==> src/rtl/uart_receiver_pkg.sv <==
// Shared UART definitions: data width, receiver state encoding and
// the clocks-per-bit derivation used by both transmitter and receiver.
package uart_receiver_pkg;

  localparam int DATA_WIDTH = 8;

  typedef enum logic [2:0] {
    IDLE,
    START,
    DATA,
    STOP,
    WAIT_HIGH
  } uart_state_t;

  function automatic int uart_div(input int clock_frequency, input int baud_rate);
    return clock_frequency / baud_rate;
  endfunction

  function automatic int uart_half(input int clock_frequency, input int baud_rate);
    return uart_div(clock_frequency, baud_rate) / 2;
  endfunction

endpackage

==> src/rtl/uart_input_synchronizer.sv <==
// Two-flop synchronizer for an asynchronous input; the reset value lets an
// idle-high line come out of reset without a spurious edge.
module uart_input_synchronizer #(
  parameter logic RESET_VALUE = 1'b1
) (
  input  logic clock,
  input  logic reset,
  input  logic i_async,
  output logic o_sync
);

  logic r_meta;
  logic r_sync;

  always_ff @(posedge clock) begin
    if (reset) begin
      r_meta <= RESET_VALUE;
      r_sync <= RESET_VALUE;
    end else begin
      r_meta <= i_async;
      r_sync <= r_meta;
    end
  end

  assign o_sync = r_sync;

endmodule

==> src/rtl/uart_receiver.sv <==
// 8N1 UART receiver: recovers frames from the serial line and presents each
// byte through a one-entry valid/ready buffer with framing/overrun pulses.
module uart_receiver
  import uart_receiver_pkg::*;
#(
  parameter int BAUD_RATE       = 9600,
  parameter int CLOCK_FREQUENCY = 100000000
) (
  input  logic                  clock,
  input  logic                  reset,
  input  logic                  uart,
  output logic [DATA_WIDTH-1:0] data,
  output logic                  valid,
  input  logic                  ready,
  output logic                  framing_error,
  output logic                  overrun
);

  localparam int DIV  = uart_div(CLOCK_FREQUENCY, BAUD_RATE);
  localparam int HALF = uart_half(CLOCK_FREQUENCY, BAUD_RATE);
  localparam int CW   = $clog2(DIV + 1);
  localparam int IW   = $clog2(DATA_WIDTH);

  localparam logic [CW-1:0] HALF_LAST = CW'(HALF - 1);
  localparam logic [CW-1:0] DIV_LAST  = CW'(DIV - 1);
  localparam logic [IW-1:0] BIT_LAST  = IW'(DATA_WIDTH - 1);

  logic                  w_rx;
  uart_state_t           r_state;
  logic [CW-1:0]         r_count;
  logic [IW-1:0]         r_bit_index;
  logic [DATA_WIDTH-1:0] r_shift;
  logic                  r_deliver;
  logic                  r_stop_error;
  logic [DATA_WIDTH-1:0] r_data;
  logic                  r_valid;
  logic                  r_framing_error;
  logic                  r_overrun;

  uart_input_synchronizer #(
    .RESET_VALUE(1'b1)
  ) u_sync (
    .clock  (clock),
    .reset  (reset),
    .i_async(uart),
    .o_sync (w_rx)
  );

  always_ff @(posedge clock) begin
    if (reset) begin
      r_state      <= IDLE;
      r_count      <= '0;
      r_bit_index  <= '0;
      r_shift      <= '0;
      r_deliver    <= 1'b0;
      r_stop_error <= 1'b0;
    end else begin
      r_deliver    <= 1'b0;
      r_stop_error <= 1'b0;
      case (r_state)
        IDLE: begin
          r_count <= '0;
          if (!w_rx) r_state <= START;
        end
        START: begin
          if (r_count == HALF_LAST) begin
            r_count     <= '0;
            r_bit_index <= '0;
            r_state     <= w_rx ? IDLE : DATA;
          end else begin
            r_count <= r_count + 1'b1;
          end
        end
        DATA: begin
          if (r_count == DIV_LAST) begin
            r_shift     <= {w_rx, r_shift[DATA_WIDTH-1:1]};
            r_count     <= '0;
            r_bit_index <= r_bit_index + 1'b1;
            if (r_bit_index == BIT_LAST) r_state <= STOP;
          end else begin
            r_count <= r_count + 1'b1;
          end
        end
        STOP: begin
          // Leaving at the stop-bit centre lets a back-to-back start edge be seen.
          if (r_count == DIV_LAST) begin
            r_count <= '0;
            if (w_rx) begin
              r_deliver <= 1'b1;
              r_state   <= IDLE;
            end else begin
              r_stop_error <= 1'b1;
              r_state      <= WAIT_HIGH;
            end
          end else begin
            r_count <= r_count + 1'b1;
          end
        end
        WAIT_HIGH: begin
          r_count <= '0;
          if (w_rx) r_state <= IDLE;
        end
        default: r_state <= IDLE;
      endcase
    end
  end

  // r_shift stays stable for a full bit after the stop sample, so the
  // buffer can load it one cycle after r_deliver is raised.
  always_ff @(posedge clock) begin
    if (reset) begin
      r_data          <= '0;
      r_valid         <= 1'b0;
      r_framing_error <= 1'b0;
      r_overrun       <= 1'b0;
    end else begin
      r_framing_error <= r_stop_error;
      r_overrun       <= 1'b0;
      if (r_deliver) begin
        if (!r_valid || ready) begin
          r_data  <= r_shift;
          r_valid <= 1'b1;
        end else begin
          r_overrun <= 1'b1;
        end
      end else if (r_valid && ready) begin
        r_valid <= 1'b0;
      end
    end
  end

  assign data          = r_data;
  assign valid         = r_valid;
  assign framing_error = r_framing_error;
  assign overrun       = r_overrun;

endmodule

==> config.mk <==
export PLATFORM = sky130hd
export DESIGN_NAME = uart_receiver
export DESIGN_NICKNAME = d
export VERILOG_FILES = /design/src/rtl/uart_receiver_pkg.sv /design/src/rtl/uart_input_synchronizer.sv /design/src/rtl/uart_receiver.sv
export SDC_FILE = /design/constraint.sdc
export NUM_CORES = 1
export LEC_CHECK = 0
export BUFFER_PORTS_ARGS = -buffer_cell sky130_fd_sc_hd__buf_2
export CAP_MARGIN = 5
export CORE_MARGIN = 2
export CORE_UTILIZATION = 38
export CTS_CLUSTER_DIAMETER = 200
export DETAILED_ROUTE_END_ITERATION = 8
export PLACE_DENSITY = 0.65
export SLEW_MARGIN = 40
export SYNTH_ARGS = -nofsm -noshare
export SYNTH_HDL_FRONTEND = slang
export SYNTH_HIERARCHICAL = 1
export SYNTH_SLANG_ARGS = --single-unit
==> constraint.sdc <==
create_clock -name clock -period 1.7 [get_ports clock]
set_input_delay 0.425 -clock clock [delete_from_list [all_inputs] [get_ports clock]]
set_output_delay 0.425 -clock clock [all_outputs]
set_load 0.02 [all_outputs]
==> impl_metrics.csv <==
group,metric,value,unit
status,status,"finished, violations left",
status,violations,"setup timing",
floorplanning,fp.coreArea,0.00479,sq mm
clock_network,htree_levels,2,
critical_path,end_kind,"register",
global_routing,grt_max_degree,19,
finish,fillers,425,
clock_network,cts_tree,"built",
logic_synthesis,synth.avg_cell_area,9.42,sq um
critical_path,critical_path_buf_inv_count,0,
logic_synthesis,synth_xor_area_share,5.52,%
logic_synthesis,synth.cell_area,0.00190,sq mm
detailed_routing,post-route-drc-count,0,
critical_path,critical_path.max_stage_delay,0.53,ns
timing,final_hold_viol_count,0,
timing,setup_viol,8,
global_routing,globalRoute.totalOverflow,0,
logic_synthesis,synth-seq-cells,43,
finish,fin_nets,254,
logic_synthesis,syn_nets,209,
placement,dp_hpwl,2.66,mm
critical_path,crit_type,"register to register",
finish,seq_area,871,sq um
logic_synthesis,synth_compound_area_share,6.90,%
logic_synthesis,yosys-top-cells-count,"43 x dfxtp_1, 37 x nor2_1, 16 x mux2i_1, 12 x nand2_1, 9 x a21oi_1",
clock_network,cts_hold_buf,0,
global_routing,antenna_found_initial,0,
logic_synthesis,synth-edff-count,0,
logic_synthesis,synthMuxAreaShare,8.42,%
global_routing,grt_pass1_vias,1462,
logic_synthesis,yosys-top-cells-area,"dfxtp_1 45%, mux2i_1 8.4%, nor2_1 7.3%, xor2_1 3.2%, a21oi_1 2.4%",
logic_synthesis,synthSimpleGateAreaFrac,28.4,%
power,p_leak,1.02,nW
clock_network,clk_pin_slew,0.08,ns
critical_path,required,1.94,ns
logic_synthesis,async_reset_ff_share,0,%
flow_run,max_cap_violations,0,
logic_synthesis,synth_largest_area_cell,"dfxtp_1",
logic_synthesis,post-synth-top-count-cell,"dfxtp_1",
clock_network,root_buffer,"clkbuf_8",
power,swShare,22.6,%
timing,period_share,103,%
logic_synthesis,seq_area_frac_synth,45.2,%
timing,setup_ws,-0.0594,ns
timing,rsz0062_at_grt,"true",
worst_hold_path,hold_path_class,"input port to register",
global_routing,grt_first_pass_wirelength,6.55,mm
floorplanning,ios,15,
floorplanning,dieWidth,74.8,um
clock_network,clk_latency,0.30,ns
logic_synthesis,yosys_warnings,6,
timing,fmax,568,MHz
power,p_int,1.32,mW
detailed_routing,drtPass1Iterations,4,
critical_path,worst_setup_path_start_kind,"register",
logic_synthesis,synth_top_family_by_area,"simple AND/OR/NAND/NOR gates",
detailed_routing,wl,3.82,mm
critical_path,cp_top_family,"simple AND/OR/NAND/NOR gates",
logic_synthesis,ys_types,45,
finish,multiInputGateArea,0.00106,sq mm
detailed_routing,postRouteAntennaNets,0,
floorplanning,dieArea,0.00559,sq mm
critical_path,crit_chain,"or4b_4 -> nor4_4 -> a22oi_2 -> or4_1 -> a21oi_1",
power,p_seq_share,59.6,%
placement,placed_cells,303,
power,irDropWorstVdd,534,uV
placement,gp_congestion,0.807,
timing,fin_setup_tns,-0.0778,ns
detailed_routing,wl_per_cell,12.1,um
finish,stdcell_count,315,
logic_synthesis,synth_top_area_share,45.2,%
clock_network,numCtsBuffers,5,
placement,port_buffers,14,
timing,finalMaxSlewViolations,0,
finish,diodes,0,
power,switchingPower,0.384,mW
critical_path,worstPathArrival,2.00,ns
timing,skew,0.00557,ns
power,clkPwrFrac,37.6,%
clock_network,clockBufferDepth,2,
timing,worst_pin_slew,0.450,ns
finish,drive_gt1_share,32.7,%
timing,period_needed,1.76,ns
clock_network,clock_sinks,43,
power,powerDensity,690,mW/mm^2
floorplanning,rows,25,
logic_synthesis,synth_fa_ha_area_share,1.97,%
detailed_routing,drt_iter0_drc,80,
floorplanning,start_util,39.8,%
detailed_routing,num_vias,1571,
critical_path,critPathMaxFanout,3,
finish,syn_to_final_growth,29.7,%
global_routing,grt.total_usage,15.4,%
floorplanning,die_y,74.8,um
timing,slew_headroom,69.7,%
logic_synthesis,ys.flop_type,"dfxtp_1",
power,combPwrFrac,2.8,%
detailed_routing,routed_via_density,4.99,
critical_path,slowest_stage,"or4b_4",
logic_synthesis,postSynthCellCount,202,
registers in the layout, summed over array words and instances (netlist names):
name / flops
r_shift: 8
framing_error: 1
r_deliver: 1
u_sync/r_meta: 1
r_stop_error: 1
u_sync/o_sync: 1
r_state: 3
r_bit_index: 3
valid: 1
overrun: 1
r_count: 14
data: 8
cell usage in the layout, fill, tap and decap left out, types with 2 or more instances in the layout:
master / count
nor2_2: 2
and4_1: 2
xor2_1: 7
buf_2: 14
dfxtp_1: 35
nor3_1: 5
buf_12: 2
nor2_1: 35
nand4_1: 3
a21oi_1: 8
nor2b_1: 2
nand3_1: 7
inv_1: 6
or4b_4: 2
clkbuf_8: 5
mux2i_1: 16
nand3b_1: 3
a22oi_1: 2
buf_4: 31
nor4_4: 4
nand4bb_4: 2
dfxtp_2: 8
or2_1: 2
ha_1: 2
xnor2_1: 5
nand2_1: 12
power groups by stage:
| stage | combinational, mW | sequential [mW] | clock (mW) |
|---|---|---|---|
| after floorplan | 0.0257 | 1.04 | 0 |
| after global placement | 0.0457 | 1.04 | 0 |
| after detailed placement | 0.0465 | 1.04 | 0 |
| after CTS | 0.0468 | 1.01 | 0.661 |
| after global routing | 0.0525 | 1.02 | 0.717 |
| final | 0.0471 | 1.01 | 0.640 |
worst register-to-register path, stage by stage, from the launching register on:
cell and delay, ns:
dfxtp_2 0.34, or4b_4 0.53, nor4_4 0.19, a22oi_2 0.09
or4_1 0.41, a21oi_1 0.14
metrics by stage:
step,total power [mW],instance area [sq um],util [%],hold WS (ns),setup slack (ns)
floorplan,1.06,1910,-,0.383,-0.118
global placement,1.08,2270,47.5,0.387,-0.0585
detailed placement,1.08,2270,47.5,0.389,-0.104
CTS,1.72,2440,51.1,0.299,-0.0448
global route,1.79,2470,51.6,0.309,-0.166
finish,1.70,2470,51.6,0.306,-0.0594
repair_timing:
action | in CTS | in global routing
endpoints found under the setup margin | 23 | 26
pin swaps | 1 | 5
cloned | 0 | 0
gates resized for setup | 15 | 7
setup buffers | 2 | 3
cell families (layout without fill, tap and decap cells):
group	count (synthesis)	after routing
buffers and inverters	15	61
muxes	16	16
adders and majority gates	3	3
xor gates and xnor gates	12	12
AOI/OAI and AO/OA	20	20
DFF	43	43
and+or+nand+nor	93	93
layer usage:
layer  GRT usage, %  wire, um  vias up
li1               -         -      792
met1           19.6      1820      753
met2           24.6      1820       21
met3           4.55       137        5
met4           6.55        43        0
met5              0         0        -
final timing paths:
path / startpoint / to / slack (ns) / depth (start not counted)
max: r_count[3] / r_bit_index[0] / -0.06 / 5
max reg2reg: r_count[3] / r_bit_index[0] / -0.06 / 5
min reg2reg: u_sync/r_meta / u_sync/o_sync / 0.41 / 1
min: uart / u_sync/r_meta / 0.31 / 2
final cells by class:
type / count / area share [%]
tap: 67 / 3.40
timing repair buffer: 47 / 13.9
multi-input combinational: 144 / 43.1
inverter: 6 / 0.913
sequential: 43 / 35.3
clock buffer: 6 / 2.94
clock inverter: 2 / 0.507
Note: power is estimated with default switching activity, not from simulation.
